$ cat src/rtl/axis_pipe_share_arb.sv
`default_nettype none
// ============================================================================
// Module   : axis_pipe_share_arb
// Purpose  : Packet-level round-robin arbiter that time-shares one AXI-Stream
//            processing pipeline among NUM_PORTS requesters. A FIFO of source
//            IDs (one entry per packet in flight) steers the returning stream
//            back to the port that originated each packet.
// Revision : 1.0 - initial release
// ============================================================================
module axis_pipe_share_arb #(
  parameter int WIDTH      = 32,
  parameter int NUM_PORTS  = 4,
  parameter int ID_W       = $clog2(NUM_PORTS),
  parameter int FIFO_DEPTH = 8
) (
  input  logic                          clk,
  input  logic                          reset,
  // requester side
  input  logic [NUM_PORTS*WIDTH-1:0]    s_axis_tdata,
  input  logic [NUM_PORTS-1:0]          s_axis_tlast,
  input  logic [NUM_PORTS-1:0]          s_axis_tvalid,
  output logic [NUM_PORTS-1:0]          s_axis_tready,
  // towards the shared pipeline
  output logic [WIDTH-1:0]              m_pipe_tdata,
  output logic                          m_pipe_tlast,
  output logic                          m_pipe_tvalid,
  input  logic                          m_pipe_tready,
  // back from the shared pipeline
  input  logic [WIDTH-1:0]              s_pipe_tdata,
  input  logic                          s_pipe_tlast,
  input  logic                          s_pipe_tvalid,
  output logic                          s_pipe_tready,
  // returned per-port streams
  output logic [NUM_PORTS*WIDTH-1:0]    m_axis_tdata,
  output logic [NUM_PORTS-1:0]          m_axis_tlast,
  output logic [NUM_PORTS-1:0]          m_axis_tvalid,
  input  logic [NUM_PORTS-1:0]          m_axis_tready,
  // status
  output logic [ID_W-1:0]               grant_id,
  output logic                          busy,
  output logic [$clog2(FIFO_DEPTH):0]   inflight,
  output logic                          err_orphan
);

  localparam int AW = $clog2(FIFO_DEPTH);
  localparam int CW = AW + 1;

  localparam logic [0:0]    c_idle  = 1'b0;
  localparam logic [0:0]    c_pass  = 1'b1;
  localparam logic [CW-1:0] c_depth = CW'(FIFO_DEPTH);

  logic [0:0]      r_state;
  logic [0:0]      w_next;
  logic [ID_W-1:0] r_grant;
  logic [ID_W-1:0] r_last;
  logic [ID_W-1:0] w_pick;
  logic [ID_W-1:0] w_cand;
  logic            w_found;
  logic            w_push;
  logic            w_pop;
  logic            w_fwd_fire;
  logic            w_empty;
  logic [ID_W-1:0] w_head;
  logic [ID_W-1:0] r_mem [FIFO_DEPTH];
  logic [AW-1:0]   r_wptr;
  logic [AW-1:0]   r_rptr;
  logic [CW-1:0]   r_count;
  logic            r_err;

  // Round-robin search: first valid port after the last granted one, with wrap.
  always_comb begin
    w_found = 1'b0;
    w_pick  = '0;
    w_cand  = '0;
    for (int i = 1; i <= NUM_PORTS; i++) begin
      w_cand = ID_W'((int'(r_last) + i) % NUM_PORTS);
      if (!w_found && s_axis_tvalid[w_cand]) begin
        w_found = 1'b1;
        w_pick  = w_cand;
      end
    end
  end

  // Grant only from IDLE and only while the ID FIFO (registered count) has room;
  // a same-cycle pop is deliberately not allowed to free a slot for this decision.
  assign w_push     = (r_state == c_idle) && w_found && (r_count < c_depth);
  assign w_fwd_fire = (r_state == c_pass) && s_axis_tvalid[r_grant] && m_pipe_tready;
  assign w_empty    = (r_count == '0);
  assign w_head     = r_mem[r_rptr];
  assign w_pop      = !w_empty && s_pipe_tvalid && s_pipe_tready && s_pipe_tlast;

  // Arbiter state register.
  always_ff @(posedge clk or posedge reset) begin
    if (reset) begin
      r_state <= c_idle;
    end else begin
      r_state <= w_next;
    end
  end

  // Arbiter next state: IDLE grants for one cycle, PASS holds until the granted tlast.
  always_comb begin
    w_next = r_state;
    case (r_state)
      c_idle:  if (w_push) w_next = c_pass;
      c_pass:  if (w_fwd_fire && s_axis_tlast[r_grant]) w_next = c_idle;
      default: w_next = c_idle;
    endcase
  end

  // Arbiter outputs: forward mux of the granted port, ready only to that port.
  always_comb begin
    m_pipe_tdata  = s_axis_tdata[int'(r_grant)*WIDTH +: WIDTH];
    m_pipe_tlast  = s_axis_tlast[r_grant];
    m_pipe_tvalid = 1'b0;
    s_axis_tready = '0;
    busy          = 1'b0;
    if (r_state == c_pass) begin
      m_pipe_tvalid          = s_axis_tvalid[r_grant];
      s_axis_tready[r_grant] = m_pipe_tready;
      busy                   = 1'b1;
    end
  end

  // Current grant and the round-robin pointer (updated at end of each packet).
  always_ff @(posedge clk or posedge reset) begin
    if (reset) begin
      r_grant <= '0;
      r_last  <= ID_W'(NUM_PORTS - 1);
    end else begin
      if (w_push) begin
        r_grant <= w_pick;
      end
      if (w_fwd_fire && s_axis_tlast[r_grant]) begin
        r_last <= r_grant;
      end
    end
  end

  // ID FIFO pointers and occupancy.
  always_ff @(posedge clk or posedge reset) begin
    if (reset) begin
      r_wptr  <= '0;
      r_rptr  <= '0;
      r_count <= '0;
    end else begin
      if (w_push) begin
        r_wptr <= r_wptr + AW'(1);
      end
      if (w_pop) begin
        r_rptr <= r_rptr + AW'(1);
      end
      case ({w_push, w_pop})
        2'b10:   r_count <= r_count + CW'(1);
        2'b01:   r_count <= r_count - CW'(1);
        default: r_count <= r_count;
      endcase
    end
  end

  // ID FIFO storage; contents are only ever read while the count is non-zero.
  always_ff @(posedge clk) begin
    if (w_push) begin
      r_mem[r_wptr] <= w_pick;
    end
  end

  // Return demux: head ID steers the returning beat; with no owner, beats are sunk.
  always_comb begin
    m_axis_tvalid = '0;
    s_pipe_tready = 1'b1;
    if (!w_empty) begin
      m_axis_tvalid[w_head] = s_pipe_tvalid;
      s_pipe_tready         = m_axis_tready[w_head];
    end
  end

  assign m_axis_tdata = {NUM_PORTS{s_pipe_tdata}};
  assign m_axis_tlast = {NUM_PORTS{s_pipe_tlast}};

  // Sticky flag for return beats that arrive with no packet outstanding.
  always_ff @(posedge clk or posedge reset) begin
    if (reset) begin
      r_err <= 1'b0;
    end else if (w_empty && s_pipe_tvalid) begin
      r_err <= 1'b1;
    end
  end

  assign grant_id   = r_grant;
  assign inflight   = r_count;
  assign err_orphan = r_err;

endmodule
`default_nettype wire
$ cat config.mk
export PLATFORM = sky130hd
export DESIGN_NAME = axis_pipe_share_arb
export DESIGN_NICKNAME = d
export VERILOG_FILES = /design/src/rtl/axis_pipe_share_arb.sv
export SDC_FILE = /design/constraint.sdc
export NUM_CORES = 1
export LEC_CHECK = 0
export ABC_AREA = 0
export BUFFER_PORTS_ARGS = -buffer_cell sky130_fd_sc_hd__buf_4
export CORE_AREA = 2 2 141 143
export DETAILED_ROUTE_END_ITERATION = 10
export DIE_AREA = 0 0 143 145
export PLACE_DENSITY_LB_ADDON = 0.12
export SETUP_SLACK_MARGIN = 0.1
export SLEW_MARGIN = 5
export SYNTH_ARGS = -nofsm -noshare
export SYNTH_HDL_FRONTEND = slang
export SYNTH_SLANG_ARGS = --single-unit
$ cat constraint.sdc
create_clock -name clk -period 7.24 [get_ports clk]
set_clock_uncertainty 0.15 [all_clocks]
set_input_delay 1.086 -clock clk [delete_from_list [all_inputs] [get_ports clk]]
set_output_delay 1.086 -clock clk [all_outputs]
set_load 0.02 [all_outputs]
# Yosys cells after proc, flatten, opt, wreduce, memory -nomap -nowiden
# Memories as Yosys holds them, arrays and structs flattened.
# Cells that the tools add are included.
[classes]
add_sub_neg = 8
n_mul = 0
n_div = 0
magnitude_cmp = 9
eq_ne = 2
n_shift = 1
mux = 36
n_bitwise = 3
reduce_logical = 20
[ops]
columns = ["op", "n"]
rows = [
  ["variable part select 128 x 8 -> 32 bit", 1],
  ["two-way mux 1 bit", 19],
  ["< comparator 2 x 3 -> 1 bit (second input constant)", 6],
  ["binary-select mux 1 bit (select 2 bit)", 7],
  ["logical AND 1 bit", 14],
  ["bitwise AND 4 bit", 2],
  ["two-way mux 2 bit", 4],
  ["two-way mux 4 bit", 2],
  ["one-hot mux 4 bit (2 select lines)", 1],
  ["adder 3 x 1 -> 3 bit (second input constant)", 2],
  ["adder 2 x 1 -> 2 bit (second input constant)", 2],
  ["adder 2 bit (second input constant)", 2],
  ["adder 4 x 1 -> 4 bit (second input constant)", 1],
  ["demux 1 bit (select 2 bit)", 2],
  ["greater-or-equal comparator 2 x 1 -> 1 bit (second input constant)", 2],
  ["zero test 1 bit", 4],
  ["zero test 4 bit", 1],
  ["< comparator 4 bit (second input constant)", 1],
  ["subtractor 4 x 1 -> 4 bit (second input constant)", 1],
  ["equality test 2 x 1 -> 1 bit (second input constant)", 1],
  ["equality test 2 bit (second input constant)", 1],
  ["one-hot mux 1 bit (2 select lines)", 1],
  ["nonzero test 2 bit", 1],
  ["inverter 1 bit", 1],
]
[word_totals]
register_bits = 16
latchBits = 0
ram_bits = 16
mem_bits_ro = 0
input_bits = 177
output_inout_bits = 183
elab_cells = 87
n_memories = 1
[mem_list]
columns = ["name", "depth", "word_bits", "read_ports", "rd_clocked_by_memory_dff", "write_ports", "line_no", "source"]
rows = [
  ["r_mem", 8, 2, 1, 0, 1, "64", "logic [ID_W-1:0] r_mem [FIFO_DEPTH];"],
]

# Depth between registers and ports, before layout
[logic_depth]
ltp_word = 17
depth_mapped = 13
ltp_nobuf = 12

# Least setup slack after synthesis
# No wires, ideal clock.
[synth_path]
path_type = "reg2reg"
from = "register r_rptr[0]"
to = "register r_count[3] (netlist: inflight[3])"
setup_time_ns = 0.133
arrival_time_ns = 3.026
required_ns = 6.957
slack_ns = 3.931
stages_incl_launch_ff = 14
path_buffers = 1
period_less_slack_ns = 3.309
path_cell_list = "dfrtp_1 -> buf_6 -> mux2_4 -> mux4_2 -> mux4_2 -> nand3_2 -> inv_1 -> ha_1 -> ha_1 -> a21o_1 -> a21oi_1 -> xnor2_1 -> nor2_1 -> xor2_1"
[synth_via]
elab_chain_len = 8
elab_cells_between_ends = 10
cone_classes = "eq/ne (2); mux (4); reduce/logical (3); memory (1)"
[synth_rtl]
columns = ["element", "line_no", "source"]
rows = [
  ["from (decl)", "66", "logic [AW-1:0] r_rptr;"],
  ["from (signal assigned)", "151", "r_rptr <= r_rptr + AW'(1);"],
  ["memory (8 x 2 bit) *", "-", ""],
  ["binary-select mux 1 bit (select 2 bit) *", "174", "s_pipe_tready = m_axis_tready[w_head];"],
  ["two-way mux 1 bit (not written as such) *", "174", ""],
  ["two-way mux 1 bit *", "172", "if (!w_empty) begin"],
  ["logical AND 1 bit * (2 in a row)", "90", "assign w_pop = !w_empty && s_pipe_tvalid && s_pipe_tready && s_pipe_tlast;"],
  ["named net w_pop", "60", "logic w_pop;"],
  ["equality test 2 x 1 -> 1 bit or equality test 2 bit (tied branches)", "153", "case ({w_push, w_pop})"],
  ["one-hot mux 4 bit (2 select lines) or nonzero test 2 bit (tied branches)", "-", ""],
  ["to (signal assigned)", "154", "2'b10: r_count <= r_count + CW'(1);"],
  ["to (signal assigned)", "155", "2'b01: r_count <= r_count - CW'(1);"],
  ["to (signal assigned)", "156", "default: r_count <= r_count;"],
  ["to (decl)", "67", "logic [CW-1:0] r_count;"],
]
# The timed path passes the listed nets; every way through them passes the cells marked *. The select of a mux whose other input is x is not followed.
# A chain may end at the register's enable or synchronous reset.

# Final worst setup path
[layout_path]
from = "register r_rptr[0]"
to = "output s_pipe_tready"
[layout_via]
elab_chain_len = 4
[layout_rtl]
columns = ["element", "line_no", "source"]
rows = [
  ["memory (8 x 2 bit)", "-", ""],
  ["binary-select mux 1 bit (select 2 bit)", "174", ""],
  ["two-way mux 1 bit (not written as such)", "174", ""],
  ["two-way mux 1 bit", "172", ""],
  ["to (decl)", "32", "output logic s_pipe_tready,"],
]
# Every way passes these cells. The select of a mux whose other input is x is not followed.

==> insert_results.sql <==
INSERT INTO impl_metrics (metric_group, metric, value, unit) VALUES
('finish', 'num-fill-cells', '2108', ''),
('route', 'detail_route.iter0.violations', '76', ''),
('logic_synthesis', 'async_reset_ff_frac', '0.500', ''),
('critical_path', 'cp.arrival', '2.62', 'ns'),
('critical_path', 'critical_path_class', 'reg -> out', ''),
('sta', 'report.final.setup_viol', '0', ''),
('power', 'totalPowerFinal', '1600', 'uW'),
('clocking', 'post_cts.repair.setup_buffers', '0', ''),
('clocking', 'cts.clk_slew.worst_paths', '0.05', 'ns'),
('sta', 'top_achievable_clock_speed', '259', 'MHz'),
('status', 'run_status', 'complete, no violations', ''),
('logic_synthesis', 'post_synth_instance_area', '0.00340', 'mm^2'),
('global_route', 'first_pass_grt_wire_length', '17000', 'um'),
('logic_synthesis', 'synth.top_cell.area_share', '0.292', ''),
('critical_path', 'end_kind', 'output port', ''),
('global_route', 'grt_antenna_before_repair', '0', ''),
('floorplan', 'die_h', '145', 'um'),
('sta', 'tns', '0', 'ns'),
('sta', 'final_min_period_over_clock_period', '0.533', ''),
('clocking', 'hold_buffers', '0', ''),
('power', 'power_leakage', '0.00192', 'uW'),
('floorplan', 'fp.dieW', '143', 'um'),
('clocking', 'clock_path_buffers', '2', ''),
('floorplan', 'io_pins', '360', ''),
('clocking', 'cts_tree', 'done', ''),
('sta', 'hold_viol', '0', ''),
('logic_synthesis', 'synth-seq-cells', '32', ''),
('job', 'max-cap-violations', '0', ''),
('global_route', 'grt_pass1_vias', '2678', ''),
('logic_synthesis', 'synth_cell_type_count', '39', ''),
('route', 'drc', '0', ''),
('logic_synthesis', 'synth_top_cell_by_area', 'buf_4', ''),
('route', 'detailroute.via_count', '2422', ''),
('route', 'route.detailed.vias_per_inst', '3.81', ''),
('logic_synthesis', 'yosys_most_used_dff', 'edfxtp_1', ''),
('power', 'ir_worst_vdd', '0.000109', 'V'),
('sta', 'whs', '0.304', 'ns'),
('route', 'detail-route-antenna-nets', '0', ''),
('logic_synthesis', 'post_synth_main_area_contributors', 'buf_4 (29%), mux4_2 (24%), edfxtp_1 (14%), dfrtp_1 (10%), ha_1 (1.8%)', ''),
('floorplan', 'initial_utilization', '0.177', ''),
('floorplan', 'fp.coreArea', '0.0192', 'mm^2'),
('clocking', 'tritoncts_num_sinks', '32', ''),
('sta', 'min_period', '3.86', 'ns'),
('clocking', 'post_cts_resized', '0', ''),
('logic_synthesis', 'yosysWarnings', '0', ''),
('placement', 'detailed_place_hpwl', '9820', 'um'),
('clocking', 'cts_htree_levels', '2', ''),
('critical_path', 'crit_path_start', 'r_rptr[0]', ''),
('logic_synthesis', 'postSynthNetCount', '486', ''),
('hold_path', 'hold_path.startpoint', 'err_orphan', ''),
('clocking', 'clock_tree.root_cell', 'clkbuf_16', ''),
('power', 'powerDensity', '367', 'mW/mm^2'),
('floorplan', 'fp-row-count', '51', ''),
('logic_synthesis', 'synth_edf_count', '16', ''),
('logic_synthesis', 'netlist_instances', '303', ''),
('placement', 'port_buffers', '199', ''),
('route', 'totalWireLength', '11400', 'um'),
('sta', 'setup_slack', '3.38', 'ns'),
('finish', 'final_layout_size_suffix_gt1_frac', '0.699', ''),
('sta', 'setup_repair_after_global_routing_missed_its_margin', 'no', ''),
('critical_path', 'worst_ep_required_time', '6.00', 'ns'),
('finish', 'nNetsFinal', '551', ''),
('global_route', 'track_usage', '0.108', ''),
('finish', 'layout-area-overhead-vs-synth', '27.9', '%'),
('critical_path', 'r2r-start', 'r_rptr[0]', ''),
('logic_synthesis', 'ys_seq_area_frac', '0.260', ''),
('global_route', 'grt_overflow', '0', ''),
('clocking', 'cts_buffers', '5', ''),
('global_route', 'grt_max_degree', '41', ''),
('floorplan', 'design.die.area', '0.0207', 'mm^2'),
('placement', 'routabilityCongestion', '0.783', ''),
('hold_path', 'hold_crit_class', 'reg -> reg', ''),
('critical_path', 'maximum_fanout_along_the_worst_path', '8', ''),
('placement', 'pre_cts_ws', '3.66', 'ns'),
('sta', 'transition_at_the_pin_with_the_smallest_max_transition_slack', '1.11', 'ns'),
('route', 'drt-wirelength-per-cell', '18.0', 'um'),
('clocking', 'worstSkewPairLatency', '0.27', 'ns'),
('sta', 'drv_slew', '0', ''),
('critical_path', 'crit_path_start_kind', 'flip-flop', ''),
('logic_synthesis', 'syn_avg_cell_area', '11.2', 'um^2'),
('sta', 'max_slew_margin', '0.252', ''),
('route', 'pre_repair_dr_iteration_count', '4', '');
[cells in the mapped netlist (2+ instances only)]
cell,n
a21oi_1,3
inv_1,10
a21o_1,2
nand2_1,12
xnor2_1,6
nor4_1,2
mux2_4,4
mux4_1,2
buf_1,4
nor2_1,11
dfstp_2,2
o21ai_0,4
nand4_1,2
clkbuf_1,3
mux4_2,36
edfxtp_1,16
dfrtp_1,14
ha_1,5
buf_2,2
nor3_1,6
mux2_2,4
xor2_1,2
buf_4,132
nand2b_1,4
[stage by stage]
step,instance area [um^2],utilization,cells
finish,4350,0.226,635
global route,4340,0.226,634
CTS,4340,0.226,634
detailed placement,4200,0.218,626
global placement,4200,0.218,626
floorplan,3400,-,303
[placed cells by master (no fill, tap or decap), types with 3 or more instances in the layout]
master / netlist / routed
mux2_2: 4 / 4
nand2b_1: 4 / 4
inv_1: 10 / 10
clkbuf_16: 0 / 5
mux2_4: 4 / 4
xnor2_1: 6 / 6
nand2_1: 12 / 12
nor3_1: 6 / 6
o21ai_0: 4 / 4
nor2_1: 11 / 11
mux4_2: 36 / 36
dfrtp_1: 14 / 12
a21oi_1: 3 / 3
ha_1: 5 / 5
buf_4: 132 / 200
edfxtp_1: 16 / 16
[area by class of cell]
cell class | count | area [um^2] | share of cell area
inverter | 10 | 37.5 | 0.00864
tap | 265 | 332 | 0.0763
antenna | 1 | 2.50 | 0.000576
clock inverter | 3 | 23.8 | 0.00547
timing repair buffer | 200 | 1500 | 0.345
multi-input combinational | 119 | 1440 | 0.331
sequential | 32 | 886 | 0.204
clock buffer | 5 | 125 | 0.0288
[layer usage]
layer | up-vias | track usage | wire, um
li1 | 1075 | - | -
met1 | 1153 | 0.126 | 4420
met2 | 190 | 0.182 | 5690
met3 | 4 | 0.0558 | 1280
met4 | 0 | 0.0119 | 36
met5 | - | 0 | 0
[report_power, final]
group / internal (uW) / switching (uW)
Clock: 128 / 77.8
Sequential: 262 / 109
Combinational: 527 / 492
Total: 916 / 679
[kinds of logic (layout without fill, tap and decap cells)]
family	count (synthesis)	count (layout)	share of synthesized area
AOI/OAI and AO/OA	13	13	0.0239
xor gates and xnor gates	8	8	0.0206
adders and majority gates	6	6	0.0243
buffers and inverters	152	218	0.317
DFF	32	32	0.260
muxes	48	48	0.291
other	0	1	0
and+or+nand+nor	44	44	0.0633
[state kept, by name, summed over array words and instances, names as in the netlist]
register	cells
err_orphan	1
r_wptr	3
r_state	1
grant_id	2
inflight	4
r_mem	16
r_last	2
r_rptr	3
[path summary, 6_finish.rpt]
kind                            endpoint  slack (ns)  cells after the start
setup / recovery           s_pipe_tready        3.38                      5
hold / removal                err_orphan        0.30                      1
setup reg to reg             inflight[3]        3.66                     12
hold reg to reg               err_orphan        0.30                      1
max in group asynchronous    grant_id[1]        5.73                      2
min in group asynchronous     err_orphan        0.75                      2
[worst max-delay path, cell delays in order, from the launching register on]
cell and delay [ns]:
dfrtp_1 0.57, mux2_1 0.38, mux4_2 0.51, mux4_2 0.50, or2_1 0.23, buf_4 0.15
Note: power is estimated with default switching activity, not from simulation.
